**config.mk**
```make
export PLATFORM = sky130hd
export DESIGN_NAME = ipd_match_referee_flat
export DESIGN_NICKNAME = d
export VERILOG_FILES = /design/src/rtl/ipd_match_referee_if.sv /design/src/rtl/ipd_match_referee.sv /design/src/flat_wrapper.sv
export SDC_FILE = /design/constraint.sdc
export NUM_CORES = 1
export LEC_CHECK = 0
export CORE_MARGIN = 4
export CORE_UTILIZATION = 46
export DETAILED_ROUTE_END_ITERATION = 12
export GPL_ROUTABILITY_DRIVEN = 0
export GPL_TIMING_DRIVEN = 0
export PLACE_DENSITY = 0.77
export SYNTH_ARGS = -nofsm -noshare
export SYNTH_HDL_FRONTEND = slang
export SYNTH_SLANG_ARGS = --single-unit
```
**constraint.sdc**
```tcl
create_clock -name clk -period 3.21 [get_ports clk]
set_input_delay 0.321 -clock clk [delete_from_list [all_inputs] [get_ports clk]]
set_output_delay 0.321 -clock clk [all_outputs]
set_load 0.02 [all_outputs]
```
**src/rtl/ipd_match_referee_if.sv**
```systemverilog
// Player-facing handshake of the iterated prisoner's dilemma referee.
// The referee uses the slave modport; the player side (or a bench) uses master.
interface ipd_match_referee_if;
  logic        action_A;
  logic        valid_A;
  logic        action_B;
  logic        valid_B;
  logic        round_req;
  logic [15:0] round_idx;
  logic        last_A;
  logic        last_B;

  modport master (
    output action_A, valid_A, action_B, valid_B,
    input  round_req, round_idx, last_A, last_B
  );

  modport slave (
    input  action_A, valid_A, action_B, valid_B,
    output round_req, round_idx, last_A, last_B
  );
endinterface

```
**src/rtl/ipd_match_referee.sv**
```systemverilog
// Referee for one iterated prisoner's dilemma match between players A and B.
// Issues a move request per round, collects both actions (missing ones are
// forced to defect after TIMEOUT wait cycles), scores with saturating
// accumulators and publishes the previous round's actions.
// Optional build macro NOISE_EN: a 16-bit LFSR randomly flips scored actions
// with probability NOISE_THRESH/256 per player per round.
module ipd_match_referee #(
  parameter int NUM_ROUNDS = 200,
  parameter int TIMEOUT    = 16,
  parameter int SCORE_W    = 16,
  parameter int PAY_T      = 5,
  parameter int PAY_R      = 3,
  parameter int PAY_P      = 1,
  parameter int PAY_S      = 0
`ifdef NOISE_EN
  , parameter int NOISE_THRESH = 8
`endif
) (
  input  logic               clk,
  input  logic               reset,
  input  logic               start,
  input  logic               abort,
  ipd_match_referee_if.slave ply,
  output logic [SCORE_W-1:0] score_A,
  output logic [SCORE_W-1:0] score_B,
  output logic               busy,
  output logic               done,
  output logic [1:0]         winner,
  output logic [1:0]         timeout_flag
);

  localparam int          TW         = (TIMEOUT > 1) ? $clog2(TIMEOUT) : 1;
  localparam logic [TW-1:0] TLAST    = TW'(TIMEOUT - 1);
  localparam logic [15:0] LAST_ROUND = 16'(NUM_ROUNDS - 1);
  localparam logic [7:0]  PT         = 8'(PAY_T);
  localparam logic [7:0]  PR         = 8'(PAY_R);
  localparam logic [7:0]  PP         = 8'(PAY_P);
  localparam logic [7:0]  PS         = 8'(PAY_S);

  typedef enum logic [2:0] {
    S_IDLE  = 3'd0,
    S_ISSUE = 3'd1,
    S_WAIT  = 3'd2,
    S_SCORE = 3'd3,
    S_DONE  = 3'd4
  } state_e;

  state_e              state_q;
  logic                round_req_q;
  logic [15:0]         round_idx_q;
  logic                last_a_q, last_b_q;
  logic [SCORE_W-1:0]  score_a_q, score_b_q;
  logic                busy_q, done_q;
  logic [1:0]          winner_q, tflag_q;
  logic                cap_a_q, cap_b_q;
  logic                act_a_q, act_b_q;
  logic [TW-1:0]       tcnt_q;

  logic                got_a_s, got_b_s;
  logic                eff_a_s, eff_b_s;
  logic [7:0]          pay_a_s, pay_b_s;
  logic [SCORE_W-1:0]  score_a_d, score_b_d;
  logic [1:0]          winner_d;

  // Saturating add of an 8-bit payoff into a SCORE_W accumulator.
  function automatic logic [SCORE_W-1:0] sat_add(input logic [SCORE_W-1:0] a,
                                                 input logic [7:0] p);
    logic [SCORE_W+8:0] s;
    s = {9'd0, a} + {{(SCORE_W + 1){1'b0}}, p};
    if (|s[SCORE_W+8:SCORE_W]) sat_add = {SCORE_W{1'b1}};
    else                       sat_add = s[SCORE_W-1:0];
  endfunction

`ifdef NOISE_EN
  localparam logic [7:0] NT = 8'(NOISE_THRESH);
  logic [15:0] lfsr_q;

  // Fibonacci LFSR step, taps 16,14,13,11.
  function automatic logic [15:0] lfsr_next(input logic [15:0] l);
    lfsr_next = {l[14:0], l[15] ^ l[13] ^ l[12] ^ l[10]};
  endfunction
`endif

  // Effective actions, round payoffs, saturated next scores and final verdict.
  always_comb begin
    got_a_s = cap_a_q | ply.valid_A;
    got_b_s = cap_b_q | ply.valid_B;
`ifdef NOISE_EN
    eff_a_s = act_a_q ^ (lfsr_q[7:0]  < NT);
    eff_b_s = act_b_q ^ (lfsr_q[15:8] < NT);
`else
    eff_a_s = act_a_q;
    eff_b_s = act_b_q;
`endif
    case ({eff_a_s, eff_b_s})
      2'b00:   begin pay_a_s = PR; pay_b_s = PR; end
      2'b10:   begin pay_a_s = PT; pay_b_s = PS; end
      2'b01:   begin pay_a_s = PS; pay_b_s = PT; end
      2'b11:   begin pay_a_s = PP; pay_b_s = PP; end
      default: begin pay_a_s = PP; pay_b_s = PP; end
    endcase
    score_a_d = sat_add(score_a_q, pay_a_s);
    score_b_d = sat_add(score_b_q, pay_b_s);
    if (score_a_d > score_b_d)      winner_d = 2'b01;
    else if (score_b_d > score_a_d) winner_d = 2'b10;
    else                            winner_d = 2'b11;
  end

  // Match sequencer: round issue, action capture with timeout, scoring.
  always_ff @(posedge clk or negedge reset) begin
    if (!reset) begin
      state_q     <= S_IDLE;
      round_req_q <= 1'b0;
      round_idx_q <= 16'd0;
      last_a_q    <= 1'b0;
      last_b_q    <= 1'b0;
      score_a_q   <= '0;
      score_b_q   <= '0;
      busy_q      <= 1'b0;
      done_q      <= 1'b0;
      winner_q    <= 2'b00;
      tflag_q     <= 2'b00;
      cap_a_q     <= 1'b0;
      cap_b_q     <= 1'b0;
      act_a_q     <= 1'b0;
      act_b_q     <= 1'b0;
      tcnt_q      <= '0;
`ifdef NOISE_EN
      lfsr_q      <= 16'hACE1;
`endif
    end else if (abort) begin
      // Abort keeps the match results on display but stops everything.
      state_q     <= S_IDLE;
      round_req_q <= 1'b0;
      busy_q      <= 1'b0;
      done_q      <= 1'b0;
      winner_q    <= 2'b00;
    end else begin
      case (state_q)
        S_IDLE, S_DONE: begin
          if (start) begin
            state_q     <= S_ISSUE;
            round_req_q <= 1'b1;
            busy_q      <= 1'b1;
            done_q      <= 1'b0;
            winner_q    <= 2'b00;
            round_idx_q <= 16'd0;
            score_a_q   <= '0;
            score_b_q   <= '0;
            last_a_q    <= 1'b0;
            last_b_q    <= 1'b0;
            tflag_q     <= 2'b00;
`ifdef NOISE_EN
            lfsr_q      <= 16'hACE1;
`endif
          end else begin
            round_req_q <= 1'b0;
          end
        end
        S_ISSUE: begin
          round_req_q <= 1'b0;
          cap_a_q     <= 1'b0;
          cap_b_q     <= 1'b0;
          tcnt_q      <= '0;
          state_q     <= S_WAIT;
        end
        S_WAIT: begin
          if (!cap_a_q && ply.valid_A) begin
            cap_a_q <= 1'b1;
            act_a_q <= ply.action_A;
          end
          if (!cap_b_q && ply.valid_B) begin
            cap_b_q <= 1'b1;
            act_b_q <= ply.action_B;
          end
          if (got_a_s && got_b_s) begin
            state_q <= S_SCORE;
          end else if (tcnt_q == TLAST) begin
            // A silent player is scored as a defector.
            if (!got_a_s) begin
              act_a_q    <= 1'b1;
              tflag_q[0] <= 1'b1;
            end
            if (!got_b_s) begin
              act_b_q    <= 1'b1;
              tflag_q[1] <= 1'b1;
            end
            state_q <= S_SCORE;
          end else begin
            tcnt_q <= tcnt_q + TW'(1);
          end
        end
        S_SCORE: begin
          score_a_q <= score_a_d;
          score_b_q <= score_b_d;
          last_a_q  <= eff_a_s;
          last_b_q  <= eff_b_s;
`ifdef NOISE_EN
          lfsr_q    <= lfsr_next(lfsr_q);
`endif
          if (round_idx_q == LAST_ROUND) begin
            state_q  <= S_DONE;
            busy_q   <= 1'b0;
            done_q   <= 1'b1;
            winner_q <= winner_d;
          end else begin
            round_idx_q <= round_idx_q + 16'd1;
            state_q     <= S_ISSUE;
            round_req_q <= 1'b1;
          end
        end
        default: begin
          state_q     <= S_IDLE;
          round_req_q <= 1'b0;
          busy_q      <= 1'b0;
          done_q      <= 1'b0;
          winner_q    <= 2'b00;
        end
      endcase
    end
  end

  assign ply.round_req = round_req_q;
  assign ply.round_idx = round_idx_q;
  assign ply.last_A    = last_a_q;
  assign ply.last_B    = last_b_q;
  assign score_A       = score_a_q;
  assign score_B       = score_b_q;
  assign busy          = busy_q;
  assign done          = done_q;
  assign winner        = winner_q;
  assign timeout_flag  = tflag_q;

endmodule

```
**src/flat_wrapper.sv**
```systemverilog
// flat-port wrapper written by rule: the top's interface ports become plain ports
module ipd_match_referee_flat 
#(
  parameter int NUM_ROUNDS = 200,
  parameter int TIMEOUT    = 16,
  parameter int SCORE_W    = 16,
  parameter int PAY_T      = 5,
  parameter int PAY_R      = 3,
  parameter int PAY_P      = 1,
  parameter int PAY_S      = 0

)
  (clk, reset, start, abort, score_A, score_B, busy, done, winner, timeout_flag, ply_action_A, ply_valid_A, ply_action_B, ply_valid_B, ply_round_req, ply_round_idx, ply_last_A, ply_last_B);
  ipd_match_referee_if ply_i ();
  input  logic clk;
  input  logic reset;
  input  logic start;
  input  logic abort;
  output logic [SCORE_W-1:0] score_A;
  output logic [SCORE_W-1:0] score_B;
  output logic busy;
  output logic done;
  output logic [1:0] winner;
  output logic [1:0] timeout_flag;
  input wire logic [$bits(ply_i.action_A)-1:0] ply_action_A;
  input wire logic [$bits(ply_i.valid_A)-1:0] ply_valid_A;
  input wire logic [$bits(ply_i.action_B)-1:0] ply_action_B;
  input wire logic [$bits(ply_i.valid_B)-1:0] ply_valid_B;
  output wire logic [$bits(ply_i.round_req)-1:0] ply_round_req;
  output wire logic [$bits(ply_i.round_idx)-1:0] ply_round_idx;
  output wire logic [$bits(ply_i.last_A)-1:0] ply_last_A;
  output wire logic [$bits(ply_i.last_B)-1:0] ply_last_B;
  assign ply_i.action_A = ply_action_A;
  assign ply_i.valid_A = ply_valid_A;
  assign ply_i.action_B = ply_action_B;
  assign ply_i.valid_B = ply_valid_B;
  assign ply_round_req = ply_i.round_req;
  assign ply_round_idx = ply_i.round_idx;
  assign ply_last_A = ply_i.last_A;
  assign ply_last_B = ply_i.last_B;
  ipd_match_referee #(.NUM_ROUNDS(NUM_ROUNDS), .TIMEOUT(TIMEOUT), .SCORE_W(SCORE_W), .PAY_T(PAY_T), .PAY_R(PAY_R), .PAY_P(PAY_P), .PAY_S(PAY_S)) u_core (.clk(clk), .reset(reset), .start(start), .abort(abort), .ply(ply_i), .score_A(score_A), .score_B(score_B), .busy(busy), .done(done), .winner(winner), .timeout_flag(timeout_flag));
endmodule
```
==> flow_metrics.env <==
export IMPL_outcome="finished with violations"
export IMPL_violations="setup timing"
export IMPL_pre_cts_ws_ns=-0.683
export IMPL_wl_met2_microns=7370
export IMPL_peakVddDrop_uv=285
export IMPL_critPathKind="flop to flop"
export IMPL_final_common_cell="dfrtp_1"
export IMPL_post_dp_cell_area_sq_um=5500
export IMPL_die_width_microns=108
export IMPL_dp_cells=726
export IMPL_ys_seq_area_share_pct=37.0
export IMPL_arrival_ns=3.89
export IMPL_hold_path_class="input pin to asynchronous set/reset pin"
export IMPL_cts_root_buffer_cell="clkbuf_8"
export IMPL_drtIter0Drc=308
export IMPL_grt_pass1_wl_microns=22700
export IMPL_synth_area_leaders="dfrtp_1 37%, ha_1 6.5%, nand2_1 4.6%, a21oi_1 3.6%, nor2_1 3.6%"
export IMPL_grt_usage_pct=24.6
export IMPL_synthFlopType="dfrtp_1"
export IMPL_routed_wl_microns=14800
export IMPL_async_flop_share_pct=100
export IMPL_finalHoldViolations=0
export IMPL_syn_inst=530
export IMPL_period_share_pct=114
export IMPL_rsz0062_at_grt="yes"
export IMPL_diodes=0
export IMPL_via_per_inst=6.28
export IMPL_p_total_mw=2.77
export IMPL_ioPinCount=65
export IMPL_antenna_found_initial=0
export IMPL_synth_top_area_share_pct=37.0
export IMPL_maxSlewViolCount=0
export IMPL_drcViolationCount=0
export IMPL_endpoint_kind="flop"
export IMPL_cp_start_kind="flop"
export IMPL_synth_edf_count=0
export IMPL_cellLeakagePower_nw=2.64
export IMPL_postRouteAntennaNets=0
export IMPL_required_ns=3.45
export IMPL_yosysTopAreaCell="dfrtp_1"
export IMPL_synth_fp_nets=562
export IMPL_period_needed_ns=3.65
export IMPL_wl_met1_microns=5940
export IMPL_first_pass_iters=5
export IMPL_portBuffers=63
export IMPL_drv_cap=0
export IMPL_core_area_sq_um=9770
export IMPL_die_area_sq_um=11700
export IMPL_cts_tree="built"
export IMPL_setup_viol=2
export IMPL_start_util_pct=47.1
export IMPL_routed_top_layer="met4"
export IMPL_worst_slew_pin_slew_ns=0.866
export IMPL_final_layout_size_suffix_gt1_share_pct=21.4
export IMPL_synth_area_per_cell_sq_um=8.69
export IMPL_finalNonFillerCells=772
export IMPL_finalSetupTns_ns=-0.848
export IMPL_fin_area_sq_um=6290
export IMPL_fmax_mhz=274
export IMPL_worst_slack_ns=-0.440
export IMPL_synth_seq_cells=68
export IMPL_grt_max_degree=69
export IMPL_clkSlewWorstSetupHoldPaths_ns=0.08
export IMPL_slew_headroom_pct=42.3
export IMPL_die_height_microns=108
export IMPL_final_setup_skew_ns=0.0116
export IMPL_syn_area_sq_um=4600
export IMPL_cts_hold_buf=0
export IMPL_power_density_nw_per_um2=441
export IMPL_mostFrequentLayoutCells="66 x dfrtp_1, 62 x clkdlybuf4s50_1, 54 x nand2_1"
export IMPL_cts_sinks=68
export IMPL_cts_buffer_depth=2
export IMPL_area_growth_pct=36.6
export IMPL_routedWlPerCell_microns=19.2
export IMPL_wl_met3_microns=899
export IMPL_fin_nets=667
export IMPL_ys_types=68
export IMPL_clk_latency_ns=0.36
export IMPL_ctsHtreeMaxLevel=3
export IMPL_vias=4846
export IMPL_critPathMaxFanout=11
export IMPL_yosysWarnings=0
export IMPL_gr_total_overflow=0
export IMPL_rows=36
export IMPL_grt_pass1_vias=4676
export IMPL_dp_hpwl_microns=9500
export IMPL_cts_inserted_buffers=9
==> layer usage <==
| metal | global-route usage (%) | vias up |
|---|---|---|
| li1 | - | 2195 |
| met1 | 31.2 | 2383 |
| met2 | 41.5 | 208 |
| met3 | 5.07 | 60 |
| met4 | 8.84 | 0 |
| met5 | 0 | - |
==> cell usage after synthesis (7+ instances only) <==
cell and instances:
dfrtp_1 68, nand2_1 57, nor2_1 44, a21oi_1 33
nand3_1 29, o21ai_0 25, ha_1 24, nor3_1 18
inv_1 16, clkbuf_1 15, a31oi_1 14, and3_1 14
xnor2_1 14, xor2_1 13, nand4_1 12, buf_2 10
nor4_1 10, a211oi_1 7, mux2i_1 7
==> area by class of cell <==
class | instances | area, sq um
tap | 133 | 166
fill | 778 | 3490
sequential | 68 | 1700
clock inverter | 4 | 50.0
timing repair buffer | 95 | 893
inverter | 16 | 60.1
buffer | 29 | 178
clock buffer | 11 | 141
multi-input combinational | 416 | 3090
==> per-stage QoR <==
| stage | util, % | hold WS (ns) |
|---|---|---|
| 5_1_grt | 64.3 | 0.152 |
| 6_report | 64.3 | 0.0735 |
| 3_5_place_dp | 56.2 | 0.469 |
| 4_1_cts | 61.5 | 0.111 |
| 3_3_place_gp | 56.3 | 0.470 |
| 2_1_floorplan | - | 0.0254 |
==> sequential cells by signal, summed over array words and instances (netlist names) <==
| register | flops |
|---|---|
| u_core.done | 1 |
| u_core.state_q | 3 |
| u_core.cap_b_q | 1 |
| u_core.tcnt_q | 4 |
| u_core.busy | 1 |
| u_core.timeout_flag | 2 |
| u_core.ply.round_idx | 16 |
| u_core.score_B | 16 |
| u_core.ply.round_req | 1 |
| u_core.ply.last_B | 1 |
| u_core.cap_a_q | 1 |
| u_core.act_b_q | 1 |
| u_core.act_a_q | 1 |
| u_core.winner | 2 |
| u_core.ply.last_A | 1 |
| u_core.score_A | 16 |
==> final timing paths <==
check / depth (start not counted) / slack, ns / from / endpoint
min reg2reg: 2 / 0.49 / u_core.ply.last_B / u_core.ply.last_B
max in group asynchronous: 1 / 2.52 / reset / u_core.act_b_q
min in group clk: 2 / 0.25 / abort / u_core.state_q[2]
max reg2reg: 18 / -0.44 / u_core.act_b_q / u_core.winner[0]
min: 1 / 0.07 / reset / u_core.score_B[13]
max: 18 / -0.44 / u_core.act_b_q / u_core.winner[0]
==> power breakdown <==
part           internal [mW]  switching [mW]  leakage (nW)
combinational          0.482           0.553          1.63
clock                  0.375           0.368        0.0914
sequential             0.920          0.0761         0.928
==> worst max-delay path, stage by stage (launching register included) <==
cell and delay [ns]:
dfrtp_2 0.45, buf_4 0.16, nand2_2 0.07, inv_2 0.05, ha_4 0.27, buf_4 0.15
a21oi_4 0.24, a21oi_4 0.09, and3_4 0.17, buf_8 0.14, clkbuf_16 0.15, a21oi_2 0.15
ha_4 0.23, a21oi_1 0.21, o21ai_1 0.15, a221o_1 0.39, nor3_4 0.26, buf_4 0.14
o2bb2ai_1 0.06
==> cells by family (layout without fill, tap and decap cells) <==
family	after synthesis	count (layout)	share of synthesized area, %
compound gates	134	134	20.1
xor+xnor	27	27	5.14
fa+ha+maj	24	24	6.52
buf+inv	46	155	4.35
flops	68	68	37.0
mux	10	10	2.26
simple gates	221	221	24.6
==> timing repair <==
action,CTS,global route
endpoints found under the setup margin,2,2
pin swaps,18,23
setup buffers,21,10
cloned,0,1
gates resized for setup,31,38
Power figures use the tool's default switching activity.
